[src/rtl/uart2wb_pkg.sv]
// Shared constants and parser state encoding for the UART-to-Wishbone bridge master.
package uart2wb_pkg;

  localparam logic [7:0] CMD_WR  = 8'h57;
  localparam logic [7:0] CMD_RD  = 8'h52;
  localparam logic [7:0] RSP_OK  = 8'h4B;
  localparam logic [7:0] RSP_ERR = 8'h45;

  typedef enum logic [2:0] {
    ST_IDLE,
    ST_ADDR,
    ST_DATA,
    ST_BUS,
    ST_RESP
  } parse_state_e;

endpackage

[src/rtl/uart2wb_uart.sv]
// 8N1 UART: synchronized receiver with framing-error flag, and a transmitter that
// accepts the next byte during the final stop-bit cycle so responses go out back-to-back.
module uart2wb_uart #(
  parameter int CLK_DIV = 16
) (
  input  logic       clk,
  input  logic       rst_n,
  input  logic       rxd,
  output logic       txd,
  output logic [7:0] rx_data,
  output logic       rx_valid,
  output logic       rx_ferr,
  input  logic [7:0] tx_data,
  input  logic       tx_start,
  output logic       tx_busy
);

  localparam int DIV_W = $clog2(CLK_DIV);
  localparam logic [DIV_W-1:0] DIV_LAST  = DIV_W'(CLK_DIV - 1);
  localparam logic [DIV_W-1:0] HALF_LAST = DIV_W'(CLK_DIV / 2 - 1);

  logic             rxd_s1, rxd_s2, rxd_d;
  logic             rx_active;
  logic [DIV_W-1:0] rx_div;
  logic [3:0]       rx_bit;
  logic [7:0]       rx_sh;
  logic             rx_tick;

  // rx_bit 0 is the start-bit recheck at half a bit; 1..8 data; 9 stop
  assign rx_tick = (rx_bit == 4'd0) ? (rx_div == HALF_LAST) : (rx_div == DIV_LAST);
  assign rx_data = rx_sh;

  always_ff @(posedge clk or negedge rst_n) begin
    if (!rst_n) begin
      rxd_s1    <= 1'b1;
      rxd_s2    <= 1'b1;
      rxd_d     <= 1'b1;
      rx_active <= 1'b0;
      rx_div    <= '0;
      rx_bit    <= '0;
      rx_sh     <= '0;
      rx_valid  <= 1'b0;
      rx_ferr   <= 1'b0;
    end else begin
      rxd_s1   <= rxd;
      rxd_s2   <= rxd_s1;
      rxd_d    <= rxd_s2;
      rx_valid <= 1'b0;
      rx_ferr  <= 1'b0;
      if (!rx_active) begin
        if (rxd_d && !rxd_s2) begin
          rx_active <= 1'b1;
          rx_div    <= '0;
          rx_bit    <= '0;
        end
      end else if (!rx_tick) begin
        rx_div <= rx_div + 1'b1;
      end else begin
        rx_div <= '0;
        if (rx_bit == 4'd0) begin
          if (rxd_s2) rx_active <= 1'b0;
          else        rx_bit    <= 4'd1;
        end else if (rx_bit == 4'd9) begin
          rx_active <= 1'b0;
          rx_valid  <= rxd_s2;
          rx_ferr   <= !rxd_s2;
        end else begin
          rx_sh  <= {rxd_s2, rx_sh[7:1]};
          rx_bit <= rx_bit + 4'd1;
        end
      end
    end
  end

  logic             tx_active;
  logic [DIV_W-1:0] tx_div;
  logic [3:0]       tx_bit;
  logic [9:0]       tx_sh;
  logic             tx_last;
  logic             tx_load;

  assign tx_last = tx_active && (tx_bit == 4'd9) && (tx_div == DIV_LAST);
  assign tx_load = tx_start && (!tx_active || tx_last);
  assign tx_busy = tx_active && !tx_last;

  always_ff @(posedge clk or negedge rst_n) begin
    if (!rst_n) begin
      tx_active <= 1'b0;
      tx_div    <= '0;
      tx_bit    <= '0;
      tx_sh     <= '1;
      txd       <= 1'b1;
    end else if (tx_load) begin
      tx_sh     <= {1'b1, tx_data, 1'b0};
      tx_active <= 1'b1;
      tx_div    <= '0;
      tx_bit    <= '0;
      txd       <= 1'b0;
    end else if (tx_active) begin
      if (tx_div == DIV_LAST) begin
        tx_div <= '0;
        if (tx_bit == 4'd9) begin
          tx_active <= 1'b0;
          txd       <= 1'b1;
        end else begin
          tx_bit <= tx_bit + 4'd1;
          tx_sh  <= {1'b1, tx_sh[9:1]};
          txd    <= tx_sh[1];
        end
      end else begin
        tx_div <= tx_div + 1'b1;
      end
    end
  end

endmodule

[src/rtl/uart2wb_master.sv]
// UART command parser driving single Wishbone classic transfers, with a timeout
// and a serial response sequencer ('K', 'E' or four read-data bytes).
module uart2wb_master
  import uart2wb_pkg::*;
#(
  parameter int CLK_DIV    = 16,
  parameter int WB_TIMEOUT = 256
) (
  input  logic        wbm_clk_i,
  input  logic        wbm_rst_n,
  input  logic        uart_rxd_i,
  output logic        uart_txd_o,
  output logic        wbm_cyc_o,
  output logic        wbm_stb_o,
  output logic [31:0] wbm_adr_o,
  output logic        wbm_we_o,
  output logic [31:0] wbm_dat_o,
  output logic [3:0]  wbm_sel_o,
  input  logic [31:0] wbm_dat_i,
  input  logic        wbm_ack_i,
  input  logic        wbm_err_i,
  output logic        busy_o
);

  localparam int TMO_W = $clog2(WB_TIMEOUT + 1);
  localparam logic [TMO_W-1:0] TMO_LAST = TMO_W'(WB_TIMEOUT - 1);

  parse_state_e state, state_nxt;

  logic [7:0]       rx_data;
  logic             rx_valid, rx_ferr;
  logic             tx_start, tx_busy;
  logic [1:0]       byte_cnt;
  logic             we_r;
  logic [31:0]      adr_r, dat_r;
  logic [31:0]      rsp_buf;
  logic [2:0]       rsp_cnt;
  logic [TMO_W-1:0] tmo_cnt;
  logic             tmo_hit;
  logic             is_cmd;

  uart2wb_uart #(.CLK_DIV(CLK_DIV)) u_uart (
    .clk      (wbm_clk_i),
    .rst_n    (wbm_rst_n),
    .rxd      (uart_rxd_i),
    .txd      (uart_txd_o),
    .rx_data  (rx_data),
    .rx_valid (rx_valid),
    .rx_ferr  (rx_ferr),
    .tx_data  (rsp_buf[31:24]),
    .tx_start (tx_start),
    .tx_busy  (tx_busy)
  );

  assign is_cmd  = (rx_data == CMD_WR) || (rx_data == CMD_RD);
  assign tmo_hit = (tmo_cnt == TMO_LAST);

  assign wbm_cyc_o = (state == ST_BUS);
  assign wbm_stb_o = wbm_cyc_o;
  assign wbm_sel_o = wbm_cyc_o ? 4'hF : 4'h0;
  assign wbm_adr_o = adr_r;
  assign wbm_dat_o = dat_r;
  assign wbm_we_o  = we_r;
  assign busy_o    = (state == ST_BUS) || (state == ST_RESP);

  always_ff @(posedge wbm_clk_i or negedge wbm_rst_n) begin
    if (!wbm_rst_n) state <= ST_IDLE;
    else            state <= state_nxt;
  end

  always_comb begin
    state_nxt = state;
    tx_start  = 1'b0;
    case (state)
      ST_IDLE: if (rx_valid && is_cmd) state_nxt = ST_ADDR;
      ST_ADDR: begin
        if (rx_ferr)                            state_nxt = ST_IDLE;
        else if (rx_valid && byte_cnt == 2'd3)  state_nxt = we_r ? ST_DATA : ST_BUS;
      end
      ST_DATA: begin
        if (rx_ferr)                            state_nxt = ST_IDLE;
        else if (rx_valid && byte_cnt == 2'd3)  state_nxt = ST_BUS;
      end
      ST_BUS:  if (wbm_err_i || wbm_ack_i || tmo_hit) state_nxt = ST_RESP;
      ST_RESP: begin
        tx_start = (rsp_cnt != 3'd0) && !tx_busy;
        // tx_busy drops in the last stop-bit cycle, so busy_o ends with the stop bit
        if (rsp_cnt == 3'd0 && !tx_busy) state_nxt = ST_IDLE;
      end
      default: state_nxt = ST_IDLE;
    endcase
  end

  always_ff @(posedge wbm_clk_i or negedge wbm_rst_n) begin
    if (!wbm_rst_n) begin
      byte_cnt <= '0;
      we_r     <= 1'b0;
      adr_r    <= '0;
      dat_r    <= '0;
      rsp_buf  <= '0;
      rsp_cnt  <= '0;
      tmo_cnt  <= '0;
    end else begin
      case (state)
        ST_IDLE: begin
          tmo_cnt <= '0;
          if (rx_valid && is_cmd) begin
            we_r     <= (rx_data == CMD_WR);
            byte_cnt <= '0;
          end
        end
        ST_ADDR: if (rx_valid) begin
          adr_r    <= {adr_r[23:0], rx_data};
          byte_cnt <= byte_cnt + 2'd1;
        end
        ST_DATA: if (rx_valid) begin
          dat_r    <= {dat_r[23:0], rx_data};
          byte_cnt <= byte_cnt + 2'd1;
        end
        ST_BUS: begin
          // err has priority over a simultaneous ack
          if (wbm_err_i || (!wbm_ack_i && tmo_hit)) begin
            rsp_buf <= {RSP_ERR, 24'h0};
            rsp_cnt <= 3'd1;
          end else if (wbm_ack_i) begin
            rsp_buf <= we_r ? {RSP_OK, 24'h0} : wbm_dat_i;
            rsp_cnt <= we_r ? 3'd1 : 3'd4;
          end else begin
            tmo_cnt <= tmo_cnt + 1'b1;
          end
        end
        ST_RESP: begin
          tmo_cnt <= '0;
          if (tx_start) begin
            rsp_buf <= {rsp_buf[23:0], 8'h00};
            rsp_cnt <= rsp_cnt - 3'd1;
          end
        end
        default: tmo_cnt <= '0;
      endcase
    end
  end

endmodule

[config.mk]
export PLATFORM = sky130hd
export DESIGN_NAME = uart2wb_master
export DESIGN_NICKNAME = d
export VERILOG_FILES = /design/src/rtl/uart2wb_pkg.sv /design/src/rtl/uart2wb_uart.sv /design/src/rtl/uart2wb_master.sv
export SDC_FILE = /design/constraint.sdc
export NUM_CORES = 1
export LEC_CHECK = 0
export ABC_AREA = 1
export CAP_MARGIN = 20
export CORE_MARGIN = 4
export CORE_UTILIZATION = 40
export DETAILED_ROUTE_END_ITERATION = 8
export GPL_TIMING_DRIVEN = 0
export HOLD_SLACK_MARGIN = 0.05
export MAX_ROUTING_LAYER = met4
export PLACE_DENSITY = 0.66
export SETUP_SLACK_MARGIN = 0.02
export SLEW_MARGIN = 15
export SYNTH_ARGS = -nofsm -noshare
export SYNTH_HDL_FRONTEND = slang
export SYNTH_SLANG_ARGS = --single-unit
[constraint.sdc]
create_clock -name wbm_clk_i -period 2.1 [get_ports wbm_clk_i]
set_input_delay 0.42 -clock wbm_clk_i [delete_from_list [all_inputs] [get_ports wbm_clk_i]]
set_output_delay 0.42 -clock wbm_clk_i [all_outputs]
set_load 0.005 [all_outputs]
==> flow_metrics.py <==
metrics = {
    "run_status": {
        "status": "finished, final reports clean",
    },
    "timing": {
        "worstMarginPinSlew_ns": 0.571,
        "rsz0062_at_grt": "yes",
        "slew_headroom_pct": 61.9,
        "skew_ns": 0.0104,
        "period_needed_ns": 2.01,
        "fmax_mhz": 498,
        "slew_viol_final": 0,
        "hold_viol": 0,
        "period_share_pct": 95.7,
        "setup_viol": 0,
        "setup_tns_ns": 0,
    },
    "global_routing": {
        "grt_util_all_layers_pct": 17.2,
        "overflow": 0,
        "antenna_found_initial": 0,
        "grt_max_degree": 82,
        "grt_pass1_wl_um": 27000,
        "grt_pass1_vias": 5289,
    },
    "yosys": {
        "synth_cells": 710,
        "netlist.area_leader.share_pct": 50.4,
        "yosysWarnings": 0,
        "ys_seq_area_share_pct": 54.9,
        "ys_seq_elements": 154,
        "synth_area_sq_mm": 0.00705,
        "synth_area_leaders": "dfrtp_1 50%, nand2_1 10%, mux2_1 6.4%",
        "synth_top_cell_by_area": "dfrtp_1",
        "syn_area_per_cell_sq_um": 9.93,
        "syn-num-nets": 759,
        "synth.distinct_cells": 36,
    },
    "placement": {
        "gp_congestion": 0.788,
        "port_buffers": 109,
        "hpwl_um": 11100,
    },
    "clocking": {
        "cts_tree": "yes",
        "numCtsBuffers": 17,
        "clock_latency_ns": 0.42,
        "clk_pin_slew_ns": 0.06,
        "clock_path_buffers": 2,
        "h-tree-depth": 4,
        "clockRootBuffer": "clkbuf_16",
        "cts_sinks": 154,
    },
    "worst_hold_path": {
        "min_path_type": "flip-flop to flip-flop",
        "whs_path_depth": 0,
    },
    "finish": {
        "fin_nets": 912,
        "fill_cells": 1524,
        "drive_above_1_share_pct": 20.9,
        "mostFrequentLayoutCell": "nand2_1",
        "syn_to_final_growth_pct": 34.1,
        "diodes": 0,
        "finish.utilization_pct": 54.7,
        "multi_input_area_sq_mm": 0.00291,
        "register_area_sq_mm": 0.00387,
        "final_cell_mix": "186 x nand2_1, 140 x dfrtp_1, 101 x clkdlybuf4s50_1",
    },
    "die": {
        "core_area_sq_mm": 0.0173,
        "die_area_sq_mm": 0.0198,
        "io_pins": 110,
        "dieWidth_um": 141,
        "start_util_pct": 40.8,
        "num_rows": 48,
        "die_h_um": 141,
    },
    "power": {
        "cellLeakagePower_nw": 4.50,
        "power_density_mw_per_mm2": 727,
        "ir_drop_mv": 0.542,
    },
    "setup_path": {
        "cp_num_buf_inv": 5,
        "cp_top_family": "buffers and inverters",
        "critPathCaptureType": "output pin",
        "worst_setup_path_start_kind": "flip-flop",
        "worstSetupPathType": "flip-flop to output pin",
        "crit_fanout": 5,
        "path_cells": "inv_2, nor2_4, nand2_4, inv_6, buf_4, buf_4, dlygate4sd2_1",
        "cp_common_cell": "buf_4",
        "worst_ep_required_time_ns": 1.68,
        "crit_cells": 7,
        "critical_path.max_stage_delay_ns": 0.39,
        "rr_worst_depth": 14,
        "cp_slowest_cell": "dfrtp_1",
        "crit_arrival_ns": 1.59,
    },
    "detailed_routing": {
        "drt-total-wl_um": 16600,
        "drc_errors": 0,
        "drt_iter0_drc": 285,
        "first_pass_iters": 5,
        "wl_per_cell_um": 15.0,
        "final_antenna_net_count": 0,
        "vias_per_cell": 4.96,
        "vias": 5458,
    },
    "run": {
        "drv_cap": 0,
    },
}
[registers in the layout, indices dropped and copies added, names as in the netlist, 2 cells and up]
signal	cells
u_uart.rx_div	4
u_uart.tx_div	4
rsp_cnt	3
u_uart.rx_data	8
wbm_dat_o	32
tmo_cnt	9
state	3
u_uart.tx_bit	4
u_uart.tx_sh	8
rsp_buf	32
byte_cnt	2
u_uart.rx_bit	4
wbm_adr_o	32
[worst paths after layout]
kind,slack [ns],endpoint,from
worst max-delay path,0.09,wbm_sel_o[2],state[0]
worst min-delay path,0.36,u_uart.rxd_s2,u_uart.rxd_s1
worst max register to register,0.11,rsp_buf[11],tmo_cnt[1]
worst min register to register,0.36,u_uart.rxd_s2,u_uart.rxd_s1
max in group asynchronous,0.69,u_uart.rxd_d,wbm_rst_n
min in group asynchronous,0.57,u_uart.tx_div[2],wbm_rst_n
[cell type report]
| type | count | area share [%] |
|---|---|---|
| Sequential cell | 154 | 40.9 |
| Multi-Input combinational cell | 471 | 30.8 |
| Timing Repair Buffer | 133 | 14.2 |
| Clock buffer | 23 | 4.95 |
| Tap cell | 225 | 2.98 |
| Buffer | 30 | 2.59 |
| Inverter | 56 | 2.33 |
| Clock inverter | 9 | 1.22 |
[Yosys cell counts]
cell and count:
inv_2 9, nand4_1 10, nand3b_1 3, nand2_2 6
a21oi_1 11, buf_4 9, a22o_1 1, xnor2_1 4
dfrtp_1 142, inv_4 1, o31ai_1 4, clkinv_1 1
ha_1 12, clkbuf_1 2, o31ai_4 1, xor2_1 5
nor2_2 1, o21ai_0 26, nand2_4 3, dfstp_2 12
or2_2 3, nand2_1 190, nand3_4 3, buf_2 12
o21ai_2 27, mux2_2 4, mux2_1 40, nor2_1 38
nor2_4 3, o21ai_1 22, buf_6 7, a22oi_1 19
nor3_1 3, inv_1 45, nand3_1 27, o22ai_1 4
[cells by family (layout without fill, tap and decap cells)]
kind of cell             Yosys count  in the layout  synth area share (%)
AO/OA/AOI/OAI                    115            115                  10.8
multiplexers                      44             44                  7.02
XOR/XNOR                           9              9                  1.12
AND/OR/NAND/NOR                  290            291                  18.1
flip-flops                       154            154                  54.9
buffers and inverters             86            251                  6.05
adder cells (fa/ha/maj)           12             12                  2.13
[metrics by stage]
step           total power, mW  cells  area [sq um]  worst slack (ns)  hold WS (ns)
3_3_place_gp              3.81   1044          8430             -5.86         0.347
5_1_grt                   7.16   1101          9460           -0.0106         0.369
2_1_floorplan             3.58    710          7050             0.230         0.124
3_5_place_dp              3.84   1045          8460            -0.115         0.350
4_1_cts                   6.90   1092          9190            0.0269         0.359
6_report                  6.87   1101          9460            0.0911         0.358
[per-layer routing]
metal	track usage, %	share of wire (%)	up-vias
li1	-	-	2659
met1	21.8	45	2668
met2	28.0	50	114
met3	3.83	4.0	17
met4	4.33	1.1	0
met5	-	0	-
[where the power goes]
part | switching, mW | internal [mW] | total, mW | leakage (nW)
Combinational | 0.389 | 0.259 | 0.648 | 2.14
Clock | 1.23 | 1.82 | 3.06 | 0.278
Sequential | 0.0996 | 3.07 | 3.17 | 2.09
[what timing repair did]
item,in CTS,in global routing
setup endpoints to repair,38,43
endpoints found under the hold margin,62,0
resized for setup,20,40
pin swaps,4,12
buffers inserted,14,4
gates cloned,0,5
hold buffers,1,0
Note: power is estimated with default switching activity, not from simulation.
